$ cat config.mk
export PLATFORM = sky130hd
export DESIGN_NAME = clk_burst_ctl
export DESIGN_NICKNAME = d
export VERILOG_FILES = /design/src/rtl/clk_burst_ctl.sv
export SDC_FILE = /design/constraint.sdc
export NUM_CORES = 1
export LEC_CHECK = 0
export ABC_AREA = 1
export BUFFER_PORTS_ARGS = -buffer_cell sky130_fd_sc_hd__buf_2
export CAP_MARGIN = 5
export CORE_MARGIN = 3
export CORE_UTILIZATION = 52
export DETAILED_ROUTE_END_ITERATION = 10
export GPL_TIMING_DRIVEN = 0
export PLACE_DENSITY = 0.84
export SYNTH_ARGS = -nofsm -noshare
export SYNTH_HDL_FRONTEND = slang
export SYNTH_SLANG_ARGS = --single-unit
export TNS_END_PERCENT = 10
$ cat constraint.sdc
create_clock -name clk -period 3.3 [get_ports clk]
set_input_delay 0.165 -clock clk [delete_from_list [all_inputs] [get_ports clk]]
set_output_delay 0.165 -clock clk [all_outputs]
set_load 0.01 [all_outputs]
$ cat src/rtl/clk_burst_ctl.sv
// -----------------------------------------------------------------------------
// clk_burst_ctl
//
// Generates bursts of clock-enable ticks. The tick pattern lives in a
// downstream MC10141-style 4-bit shift register. This block loads the register
// with a 4-bit phase pattern and then rotates it right, feeding q0 back into
// the shft3in input. Every cycle in which the returned serial bit q0 is 1
// produces one tick.
//
// Ports
//   clk        : system clock; all state changes on its rising edge
//   rst_n      : asynchronous active-low reset
//   burst_req  : level request for a burst, sampled only in IDLE
//   burst_cnt  : number of ticks in the burst, latched on acceptance
//   run_mode   : 1 = free-run (count ignored, ends only on stop), latched
//   stop       : level-sensitive abort
//   pattern    : phase pattern {p0,p1,p2,p3}, latched (0000 becomes 1000)
//   q0         : serial phase bit returned by the downstream register
//   op2, op1   : downstream register mode (tMode141 encoding, op2 is MSB)
//   d0..d3     : parallel load data for the downstream register
//   shft3in    : serial input at the Q3 end (used for the right rotation)
//   shft0in    : serial input at the Q0 end (always 0, nothing shifts left)
//   burst_ack  : one-cycle pulse in the cycle a request is accepted
//   busy       : high in every state except IDLE
//   tick_en    : one-cycle clock-enable tick
//   done       : one-cycle pulse in the DONE state
//   remaining  : ticks still owed in the current burst
//   state_dbg  : current FSM state encoding (IDLE=0 LOAD=1 RUN=2 DRAIN=3 DONE=4)
//
// Handshake: a request completes in the cycle where IDLE, burst_req=1 and
// stop=0 all hold. burst_ack is high in exactly that cycle, and burst_cnt,
// run_mode and pattern are captured at the end of it. burst_req is a level
// that is looked at only in IDLE. A request held high through DONE is accepted
// again in the next IDLE cycle.
// -----------------------------------------------------------------------------
module clk_burst_ctl #(
  parameter int CNTW = 8
) (
  input  logic            clk,
  input  logic            rst_n,
  input  logic            burst_req,
  input  logic [CNTW-1:0] burst_cnt,
  input  logic            run_mode,
  input  logic            stop,
  input  logic [3:0]      pattern,
  input  logic            q0,
  output logic            op2,
  output logic            op1,
  output logic            d0,
  output logic            d1,
  output logic            d2,
  output logic            d3,
  output logic            shft3in,
  output logic            shft0in,
  output logic            burst_ack,
  output logic            busy,
  output logic            tick_en,
  output logic            done,
  output logic [CNTW-1:0] remaining,
  output logic [2:0]      state_dbg
);

  typedef enum logic [2:0] {
    S_IDLE  = 3'd0,
    S_LOAD  = 3'd1,
    S_RUN   = 3'd2,
    S_DRAIN = 3'd3,
    S_DONE  = 3'd4
  } state_t;

  // MC10141 select encoding, driven as {op2, op1}.
  typedef enum logic [1:0] {
    M_LOAD   = 2'b00,
    M_SHIFTR = 2'b01,
    M_SHIFTL = 2'b10,
    M_HOLD   = 2'b11
  } mode141_t;

  state_t          state_q, state_d;
  logic [CNTW-1:0] remaining_q;
  logic            free_run_q;
  logic [3:0]      pat_q;

  logic            accept;
  logic            tick;
  logic            last_tick;
  mode141_t        op;

  // The request is taken only in IDLE and only when no abort is pending.
  assign accept    = (state_q == S_IDLE) && burst_req && !stop;

  // In RUN the register rotates right, so q0 shows each phase bit in turn.
  assign tick      = (state_q == S_RUN) && q0;
  assign last_tick = tick && !free_run_q && (remaining_q == CNTW'(1));

  // ---------------------------------------------------------------------------
  // State register and burst context
  // ---------------------------------------------------------------------------
  always_ff @(posedge clk or negedge rst_n) begin
    if (!rst_n) begin
      state_q     <= S_IDLE;
      remaining_q <= '0;
      free_run_q  <= 1'b0;
      pat_q       <= 4'b0000;
    end else begin
      state_q <= state_d;
      if (accept) begin
        remaining_q <= burst_cnt;
        free_run_q  <= run_mode;
        // An all-zero pattern would never tick, so it becomes a single phase.
        pat_q       <= (pattern == 4'b0000) ? 4'b1000 : pattern;
      end else if (tick && !free_run_q && (remaining_q != '0)) begin
        remaining_q <= remaining_q - CNTW'(1);
      end
    end
  end

  // ---------------------------------------------------------------------------
  // Next state and outputs
  // ---------------------------------------------------------------------------
  always_comb begin
    state_d   = state_q;
    op        = M_HOLD;
    d0        = 1'b0;
    d1        = 1'b0;
    d2        = 1'b0;
    d3        = 1'b0;
    shft3in   = 1'b0;
    shft0in   = 1'b0;
    burst_ack = 1'b0;
    busy      = 1'b1;
    tick_en   = 1'b0;
    done      = 1'b0;

    case (state_q)
      S_IDLE: begin
        busy = 1'b0;
        // Gated by rst_n so the pulse cannot appear while reset is held.
        burst_ack = accept && rst_n;
        if (accept) begin
          state_d = S_LOAD;
        end
      end

      S_LOAD: begin
        // The downstream register captures the pattern at the end of this
        // cycle, so the first phase bit reaches q0 in the first RUN cycle.
        op = M_LOAD;
        {d0, d1, d2, d3} = pat_q;
        if (stop || ((remaining_q == '0) && !free_run_q)) begin
          state_d = S_DRAIN;
        end else begin
          state_d = S_RUN;
        end
      end

      S_RUN: begin
        op      = M_SHIFTR;
        shft3in = q0;
        tick_en = tick;
        // A tick in the final cycle is still issued. The exit only takes
        // effect at the next edge.
        if (stop || last_tick) begin
          state_d = S_DRAIN;
        end
      end

      S_DRAIN: begin
        state_d = S_DONE;
      end

      S_DONE: begin
        done    = 1'b1;
        state_d = S_IDLE;
      end

      default: begin
        state_d = S_IDLE;
      end
    endcase
  end

  assign {op2, op1} = op;
  assign remaining  = remaining_q;
  assign state_dbg  = state_q;

endmodule

Word level (Yosys, flattened, before mapping)
Index checks and enable logic that the tools add are counted.
{"block": "totals", "ff_bits": 16}
{"block": "classes", "addsub": 1, "eq_ne": 7, "mux": 17, "n_reduce_logical": 18}
{"op": "$mux 8", "count": 2}
{"op": "$pmux 3 s4", "count": 1}
{"op": "$mux 1", "count": 10}
{"op": "$eq 8x1->1 const B", "count": 1}
{"op": "$logic_and 1x1->1", "count": 8}
{"op": "$logic_not 8->1", "count": 1}
{"op": "$reduce_bool 8->1", "count": 1}
{"op": "$sub 8x1->8 const B", "count": 1}
{"op": "$eq 3x2->1 const B", "count": 2}
{"op": "$mux 3", "count": 2}
{"op": "$logic_not 4->1", "count": 1}
{"op": "$mux 4", "count": 1}
{"op": "$pmux 2 s2", "count": 1}
{"op": "$eq 3x1->1 const B", "count": 1}
{"op": "$eq 3x3->1 const B", "count": 1}
{"op": "$logic_not 3->1", "count": 1}
{"op": "$logic_not 1->1", "count": 2}
{"op": "$logic_or 1x1->1", "count": 2}
{"op": "$ne 2x1->1 const B", "count": 1}
{"op": "$ne 2x2->1 const B", "count": 1}
{"op": "$reduce_and 2->1", "count": 1}
{"op": "$reduce_bool 2->1", "count": 1}

Logic depth before layout (Yosys ltp)
Gate-level depths: netlist of the first run.
{"block": "depth", "word_depth": 7, "mapped_depth": 10, "ltp_nobuf": 9}

Worst setup path before layout of the first run
OpenSTA, ideal clock, no wires.
{"block": "synth_path", "path_type": "reg2reg", "from": "register remaining_q[0], in the netlist remaining[0]", "to": "register remaining_q[2], in the netlist remaining[2]", "setup_time_ns": 0.119, "t_arrival_ns": 1.331, "t_required_ns": 3.181, "setup_slack_ns": 1.850, "path_stages_with_launch": 11, "path_buffers": 1, "synth_period_minus_slack_ns": 1.450, "cell_sequence": "dfrtp_1 -> inv_1 -> ha_1 -> inv_1 -> nor2_1 -> nand2_1 -> nand2_2 -> nand2_4 -> buf_8 -> nand2_1 -> o21ai_2"}
{"block": "synth_via", "elab_chain_cells": 3, "word_cells_on_any_way": 6, "classes_between": "add/sub: 1; mux: 2; reduce/logical: 3"}
{"item": "from (decl)", "line": "80", "source": "logic [CNTW-1:0] remaining_q;"}
{"item": "from (signal assigned)", "line": "108", "source": "remaining_q <= burst_cnt;"}
{"item": "from (signal assigned)", "line": "113", "source": "remaining_q <= remaining_q - CNTW'(1);"}
{"item": "$sub 8x1->8 / $reduce_bool 8->1 (equally long branches)", "line": "113, 112"}
{"item": "$mux 8 / $logic_and 1x1->1 (equally long branches)", "line": "112", "source": "end else if (tick && !free_run_q && (remaining_q != '0)) begin"}
{"item": "$mux 8 / $reduce_bool 2->1 (equally long branches)"}
Parallel ways exist; a longest one is shown, timed or not. The select of a mux whose other input is x is not followed.
A chain may end at the register's enable or synchronous reset.

Worst setup path after layout of the first run
{"block": "layout_path", "from": "register state_q[2], in the netlist state_dbg[2]", "to": "output port burst_ack"}
{"block": "layout_via", "elab_chain_cells": 5}
{"item": "from (decl)", "line": "79", "source": "state_t state_q, state_d;"}
{"item": "from (signal assigned)", "line": "106", "source": "state_q <= state_d;"}
{"item": "$logic_not 3->1 *", "line": "90, 135"}
{"item": "$logic_and 1x1->1 (2 in series)", "line": "90", "source": "assign accept = (state_q == S_IDLE) && burst_req && !stop;"}
{"item": "$logic_and 1x1->1", "line": "139", "source": "burst_ack = accept && rst_n;"}
{"item": "$mux 1 *", "line": "135", "source": "case (state_q)"}
{"item": "to (decl)", "line": "55", "source": "output logic burst_ack,"}
Mark *: on every way between the ends. The rest lies on a longest branch, timed or not.

==> summary.md, run 1 <==
| Metric | Value |
|---|---|
| CP startpoint | state_dbg[2]$_DFFE_PN0P_ |
| Outcome | completed |
| Seq cells post-synth | 16 |
| CTS clk-pin slew, worst paths | around 0.10 ns |
| Startpoint Class | register |
| Setup TNS | 0 ns |
| CP arrival | 1.56 ns |
| Diode count | 0 |
| Worst Skew | about 0.0048 ns |
| Vias | 1108 |
| Setup slack after layout | 1.57 ns |
| Die footprint | 2680 um2 |
| Pwr/cell area | around 900 nW/um2 |
| DP Worst Slack | ~1.7 ns |
| Placer Congestion | 0.822 |
| Cell Chain, Critical Path | nor2_4, nand4_4, buf_4, nor2_1, buf_2 |
| CP peak stage delay | roughly 0.46 ns |
| Fin util | 73.4% |
| Post-route ant nets | 0 |
| Setup crit end kind | output pin |
| Final WL | 2500 um |
| CP endpoint | burst_ack |
| Dominant cell type by area after synthesis | dfrtp_1 |
| Cell Area, Synth | between 1000 and 1500 um2 |
| DP HPWL | 1970 um |
| Max Cap Violations | 0 |
| RSZ-0062 raised after global routing | no |
| Number of global-route vias before repair | slightly below 1000 |
| Min-Delay Path Class | input port to register |
| Final hold vios | 0 |
| Die Wd | 51.8 um |
| CTS tree | done |
| Dominant cells by area after synthesis | dfrtp_1 (37%), nand2_1 (14%), nor2_1 (8.6%) |
| Number of library cell types mapped by synthesis | 23 |
| Syn_nets | 177 |
| Core region area | 1860 um2 |
| Initial DRT Pass Iterations | 4 |
| Die Height | around 52 um |
| CTS Buf Count | 3 |
| Share of the synthesized area in the top cell type | 36.7% |
| R2R Path Start | remaining[0]$_DFFE_PN0P_ |
| Mapped Cells | roughly 160 |
| Crit-path slowest cell | dfrtp_1 |
| I/O pins | between 40 and 50 |
| CTS H-tree lvls | 1 |
| Crit Path Max Fanout | 10 |
| Final net count | about 220 |
| First-pass GRT wire length | 4210 um |
| Tcrit/Tclk final | 52.3% |
| Via/cell ratio | ~4.9 |
| WL per Instance | 11.1 um |
| Initial antenna violation count | 0 |
| Largest net degree at the start of global routing | 18 |
| WP data required | 3.13 ns |
| Yosys warns | 0 |
| DRC Markers | 0 |
| WHS | 0.0915 ns |
| Reg-to-reg setup timing slack | 1.70 ns |
| Minimum clock period | 1.73 ns |
| CTS Buffer Depth | 2 |
| Top cells by count, synth | nand2_1 (42), nor2_1 (25), inv_1 (24) |
| Ys async rst share | 100% |
| Max-slew violations | 0 |
| Worst vdd ir | a little over 0.6 mV |
| # port buffers | 39 |
| Clk sinks | 16 |
| WS Path Type | register to output pin |
| Post-synth EDFFs | 0 |
| Sequential-to-total area share from yosys stat | roughly 37% |
| Worst Reg-to-Reg Cells | 10 |
| Total GRT Usage | 20.8% |
| First DRT Iteration DRCs | 19 |
| Ys flop type | dfrtp_1 |
| Skew-Pair Late Insertion Delay | 0.29 ns |
| Average size of a mapped cell | 6.99 um2 |
| Max Fclk | 580 MHz |
| Placed Cells incl. Taps | 220 |
| Share of cells above drive strength 1 | 29.0% |
| # resized after CTS | 0 |
| Most common cell in the synthesized netlist | nand2_1 |
| Setup-failing EPs final | 0 |
| Global route overflow | 0 |
| FF-to-FF End | remaining[4]$_DFFE_PN0P_ |
| P&R area growth vs syn | 25.0% |
| Post-route insts no fill | 225 |
| Core Rows | 15 |
| Leakage | 0.780 nW |
| Fill count | about 160 |
| Root buffer cell | clkbuf_4 |
| Initial Util | 58.7% |
## report_power, final
part	total [mW]	leakage (nW)	switching (mW)	internal, mW
clock	0.132	0.0210	0.0652	0.0672
combinational	0.723	0.559	0.450	0.273
sequential	0.376	0.200	0.0867	0.290
## layout make-up
type / instances / area (um2) / share of cell area (%)
tap: 25 / 31.3 / 2.29
multi-input combinational: 110 / 551 / 40.4
sequential: 16 / 400 / 29.4
clock buffer: 4 / 36.3 / 2.66
inverter: 25 / 93.8 / 6.88
timing repair buffer: 40 / 205 / 15.0
buffer: 5 / 46.3 / 3.39
## repair_timing
action                                 in CTS  in global routing
hold buffers                                1                  0
endpoints found under the hold margin      16                  0
setup buffers                               0                  0
## metrics by stage
step / cell area [um2] / power [mW]
4_1_cts: 1360 / 1.24
6_report: 1360 / 1.23
3_5_place_dp: 1320 / 1.10
3_3_place_gp: 1320 / 1.07
5_1_grt: 1360 / 1.36
2_1_floorplan: 1090 / 0.874
## sequential cells by signal, summed over array words and instances (netlist names)
name	count
remaining	8
state_dbg	3
pat_q	4
free_run_q	1
## critical path, delay by kind of cell (launching register included)
kind / cells / cell delay (ns)
buffers and inverters: 2 / 0.34
DFF: 1 / 0.46
and+or+nand+nor: 3 / 0.46
## per-layer routing
layer	global-route usage, %	up-vias	wire length [um]
met3	3.44	4	162
met1	26.1	498	1090
met5	0	-	0
li1	-	567	-
met2	36.7	39	1220
met4	5.68	0	29
## cells in the final DEF, fill, tap and decap left out, drive strengths merged
cell type    synthesis  layout
a21oi                2       2
buf                  5      44
clkbuf               0       4
conb                 1       1
dfrtp               16      16
dlygate4sd3          0       1
ha                   3       3
inv                 25      25
nand2               44      44
nand3               14      14
nand4                1       1
nor2                27      27
nor4                 1       1
o21ai               17      17
## kinds of logic after synthesis
logic type      share of synthesized area, %
compound gates                          9.40
fa+ha+maj                               3.44
buf+inv                                 12.8
flops                                   36.7
other cells                            0.344
simple gates                            37.3
## how the worst min path moves through the flow
| stage | endpoint | slack, ns | cells after the start | startpoint |
|---|---|---|---|---|
| final | remaining[6]$_DFFE_PN0P_ | 0.09 | 3 | burst_cnt[6] |
| after global routing | free_run_q$_DFFE_PN0P_ | 0.09 | 3 | run_mode |
| after CTS | remaining[6]$_DFFE_PN0P_ | 0.09 | 3 | burst_cnt[6] |
| after detailed placement | remaining[3]$_DFFE_PN0P_ | 0.10 | 1 | rst_n |
| after global placement | remaining[2]$_DFFE_PN0P_ | 0.10 | 1 | rst_n |
| after floorplan | free_run_q$_DFFE_PN0P_ | -0.13 | 0 | rst_n |
Power figures use the tool's default switching activity.
==> inputs of run 2 (changes only) <==
--- a/config.mk
+++ b/config.mk
@@ -9,10 +9,10 @@
 export BUFFER_PORTS_ARGS = -buffer_cell sky130_fd_sc_hd__buf_2
 export CAP_MARGIN = 5
 export CORE_MARGIN = 3
-export CORE_UTILIZATION = 52
+export CORE_UTILIZATION = 48
 export DETAILED_ROUTE_END_ITERATION = 10
 export GPL_TIMING_DRIVEN = 0
-export PLACE_DENSITY = 0.84
+export PLACE_DENSITY = 0.78
 export SYNTH_ARGS = -nofsm -noshare
 export SYNTH_HDL_FRONTEND = slang
 export SYNTH_SLANG_ARGS = --single-unit
==> constraint.sdc (replaced) <==
create_clock -name clk -period 1.78 [get_ports clk]
set_input_delay 0.089 -clock clk [delete_from_list [all_inputs] [get_ports clk]]
set_output_delay 0.089 -clock clk [all_outputs]
set_load 0.01 [all_outputs]
==> run 2 against run 1 <==
Setup slack lost 1.5 ns. Global-route usage grew 0.67 points. Clock power grew 90%. Wire length grew 5.1%. Core utilization shrank 6.7 points. Die area grew 7.3%.
==> summary.md, run 2 (same netlist as run 1, synthesis figures left out) <==
| Metric | Value |
|---|---|
| Outcome | completed (unchanged) |
| WS Path Type | register to output pin (unchanged) |
| Dpl cell area | 1320 um2 (about the same) |
| Initial DRT Pass Iterations | 4 (unchanged) |
| Clk sinks | 16 (unchanged) |
| Worst Reg-to-Reg Cells | 10 (unchanged) |
| Global route overflow | 0 (unchanged) |
| Tcrit/Tclk final | 93.5% |
| R2R Path Start | remaining[1]$_DFFE_PN0P_ (was remaining[0]$_DFFE_PN0P_) |
| Max-slew violations | 0 (unchanged) |
| Max Fclk | 601 MHz |
| Core region area | 2060 um2 (was 1860 um2) |
| CTS Buf Count | 3 (unchanged) |
| Final hold vios | 0 (unchanged) |
| WL per Instance | 11.5 um (was 11.1 um) |
| Startpoint Class | register (unchanged) |
| Pwr/cell area | 1660 nW/um2 (was 903 nW/um2) |
| I/O pins | 41 (unchanged) |
| DP HPWL | 1990 um (was 1970 um) |
| Die Height | 53.7 um (was 51.8 um) |
| Initial Util | 52.9% (was 58.7%) |
| Fill count | 175 (was 159) |
| Total GRT Usage | 21.5% (was 20.8%) |
| Skew-Pair Late Insertion Delay | 0.29 ns (about the same) |
| Minimum clock period | 1.66 ns |
| Reg-to-reg setup timing slack | 0.21 ns (was 1.70 ns) |
| DRC Markers | 0 (unchanged) |
| Clk network pwr share | 11.0% (was 10.7%) |
| First DRT Iteration DRCs | 20 (was 19) |
| Max Cap Violations | 0 (unchanged) |
| Most frequent cells in the layout | nand2_1 (42), buf_2 (40), nor2_1 (25) (unchanged) |
| Final net count | 223 (was 222) |
| Final WL | 2630 um (was 2500 um) |
| Number of global-route vias before repair | 1028 (was 975) |
| Comb power frac | 58.3% (was 58.7%) |
| Post-Layout Inst Area | 1380 um2 (was 1360 um2) |
| Cell Chain, Critical Path | nor2_4, nand4_4, buf_4, nor2_1, buf_2 (unchanged) |
| WP buf/inv | 2 (unchanged) |
| CP startpoint | state_dbg[2]$_DFFE_PN0P_ (unchanged) |
| CTS tree | done (unchanged) |
| Placer Congestion | 0.754 (was 0.822) |
| Max reg flops | 8 (unchanged) |
| WP data required | 1.69 ns (was 3.13 ns) |
| First-pass GRT wire length | 4530 um (was 4210 um) |
| Post-route ant nets | 0 (unchanged) |
| CTS Buffer Depth | 2 (unchanged) |
| Sequential Area | 400 um2 (unchanged) |
| Crit-path slowest cell | dfrtp_1 (unchanged) |
| Net Sw Power | 1.12 mW (was 0.602 mW) |
| CTS clk-pin slew, worst paths | 0.11 ns (was 0.10 ns) |
| Net Sw Frac | 48.8% (about the same) |
| Setup crit end kind | output pin (unchanged) |
| DR WL met3 | 133 um (was 162 um) |
| Commonest non-fill, non-tap cell in the layout | nand2_1 (unchanged) |
| Core Rows | 16 (was 15) |
| Worst vdd ir | 1.03 mV (was 0.612 mV) |
| Leakage | 0.783 nW (was 0.780 nW) |
| Die Wd | 53.7 um (was 51.8 um) |
| Diode count | 0 (unchanged) |
| Worst path depth | 5 (unchanged) |
| # port buffers | 39 (unchanged) |
| RSZ-0062 raised after global routing | no (unchanged) |
| Crit Path Max Fanout | 10 (unchanged) |
| P&R area growth vs syn | 26.1% (was 25.0%) |
| Min-Delay Path Class | input port to register (unchanged) |
| Sequential share of power | 30.7% (was 30.6%) |
| Uppermost layer routed | met4 (unchanged) |
| Via/cell ratio | 4.79 (was 4.92) |
| Setup-failing EPs final | 0 (unchanged) |
| Setup TNS | 0 ns (unchanged) |
| Vias | 1091 (was 1108) |
| Area occupied by multi-input gates | 551 um2 (unchanged) |
| Die footprint | 2880 um2 (was 2680 um2) |
| Largest net degree at the start of global routing | 18 (unchanged) |
| HP Start | burst_cnt[6] (unchanged) |
| FF-to-FF End | remaining[2]$_DFFE_PN0P_ (was remaining[4]$_DFFE_PN0P_) |
| Worst Skew | 0.00374 ns (was 0.00479 ns) |
| Root buffer cell | clkbuf_4 (unchanged) |
| Int Pwr | 1.17 mW (was 0.630 mW) |
| CP endpoint | burst_ack (unchanged) |
| CTS H-tree lvls | 1 (unchanged) |
| M1 WL | 1170 um (was 1090 um) |
| CP arrival | 1.58 ns (was 1.56 ns) |
| Share of cells above drive strength 1 | 29.4% (was 29.0%) |
| Top delay family on crit path | simple AND/OR/NAND/NOR gates (was flip-flops) |
| CP peak stage delay | 0.46 ns (about the same) |
| Initial antenna violation count | 0 (unchanged) |
| DR WL met2 | 1320 um (was 1220 um) |
==> run 2: layout make-up <==
type,instances,share of cell area (%)
Buffer,5,3.36
Multi-Input combinational cell,110,40.0
Timing Repair Buffer,41,15.6
Clock buffer,4,2.64
Sequential cell,16,29.1
Inverter,25,6.82
Tap cell,27,2.45
==> run 2: per-layer routing <==
layer	global-route usage (%)	vias to the layer above
met1	27.6	479
li1	-	573
met3	2.77	2
met4	7.66	0
met5	0	-
met2	36.5	37
==> run 2: worst min-delay path by stage <==
stage                     depth (start not counted)                       end  slack, ns
after floorplan                                   0    free_run_q$_DFFE_PN0P_      -0.21
after detailed placement                          1  remaining[2]$_DFFE_PN0P_       0.04
after global routing                              3  remaining[6]$_DFFE_PN0P_       0.03
after CTS                                         3  remaining[6]$_DFFE_PN0P_      0.008
after global placement                            1  remaining[2]$_DFFE_PN0P_       0.03
final                                             3  remaining[6]$_DFFE_PN0P_       0.02
==> run 2: metrics by stage <==
stage               hold slack, ns  power (mW)  setup WS (ns)  instances  util (%)
global placement            0.0306        1.99          0.227        222      64.0
CTS                        0.00770        2.30          0.113        228      66.7
floorplan                   -0.207        1.62          0.330        156         -
finish                      0.0154        2.28          0.115        228      66.7
detailed placement          0.0406        2.04          0.201        222      64.0
global route                0.0285        2.56         0.0145        228      66.7
==> run 2: repair_timing <==
action | CTS | global route
buffers inserted | 0 | 0
gates resized for setup | 0 | 1
hold endpoints to repair | 17 | 0
endpoints found under the setup margin | 0 | 1
hold buffers | 2 | 0
==> run 2: power by group through the flow <==
stage                     clock network, mW  registers [mW]  logic [mW]
final                                 0.251           0.701        1.33
after global placement                    0           0.697        1.30
after CTS                             0.256           0.699        1.34
after detailed placement                  0           0.706        1.33
after floorplan                           0           0.739       0.882
after global routing                  0.274           0.731        1.55
==> run 2: worst reg2reg max path, delay by kind of cell, from the launching register on <==
family	cells	cell delay (ns)
simple gates	5	0.53
fa+ha+maj	1	0.16
buf+inv	3	0.32
flops	1	0.41
compound gates	1	0.05
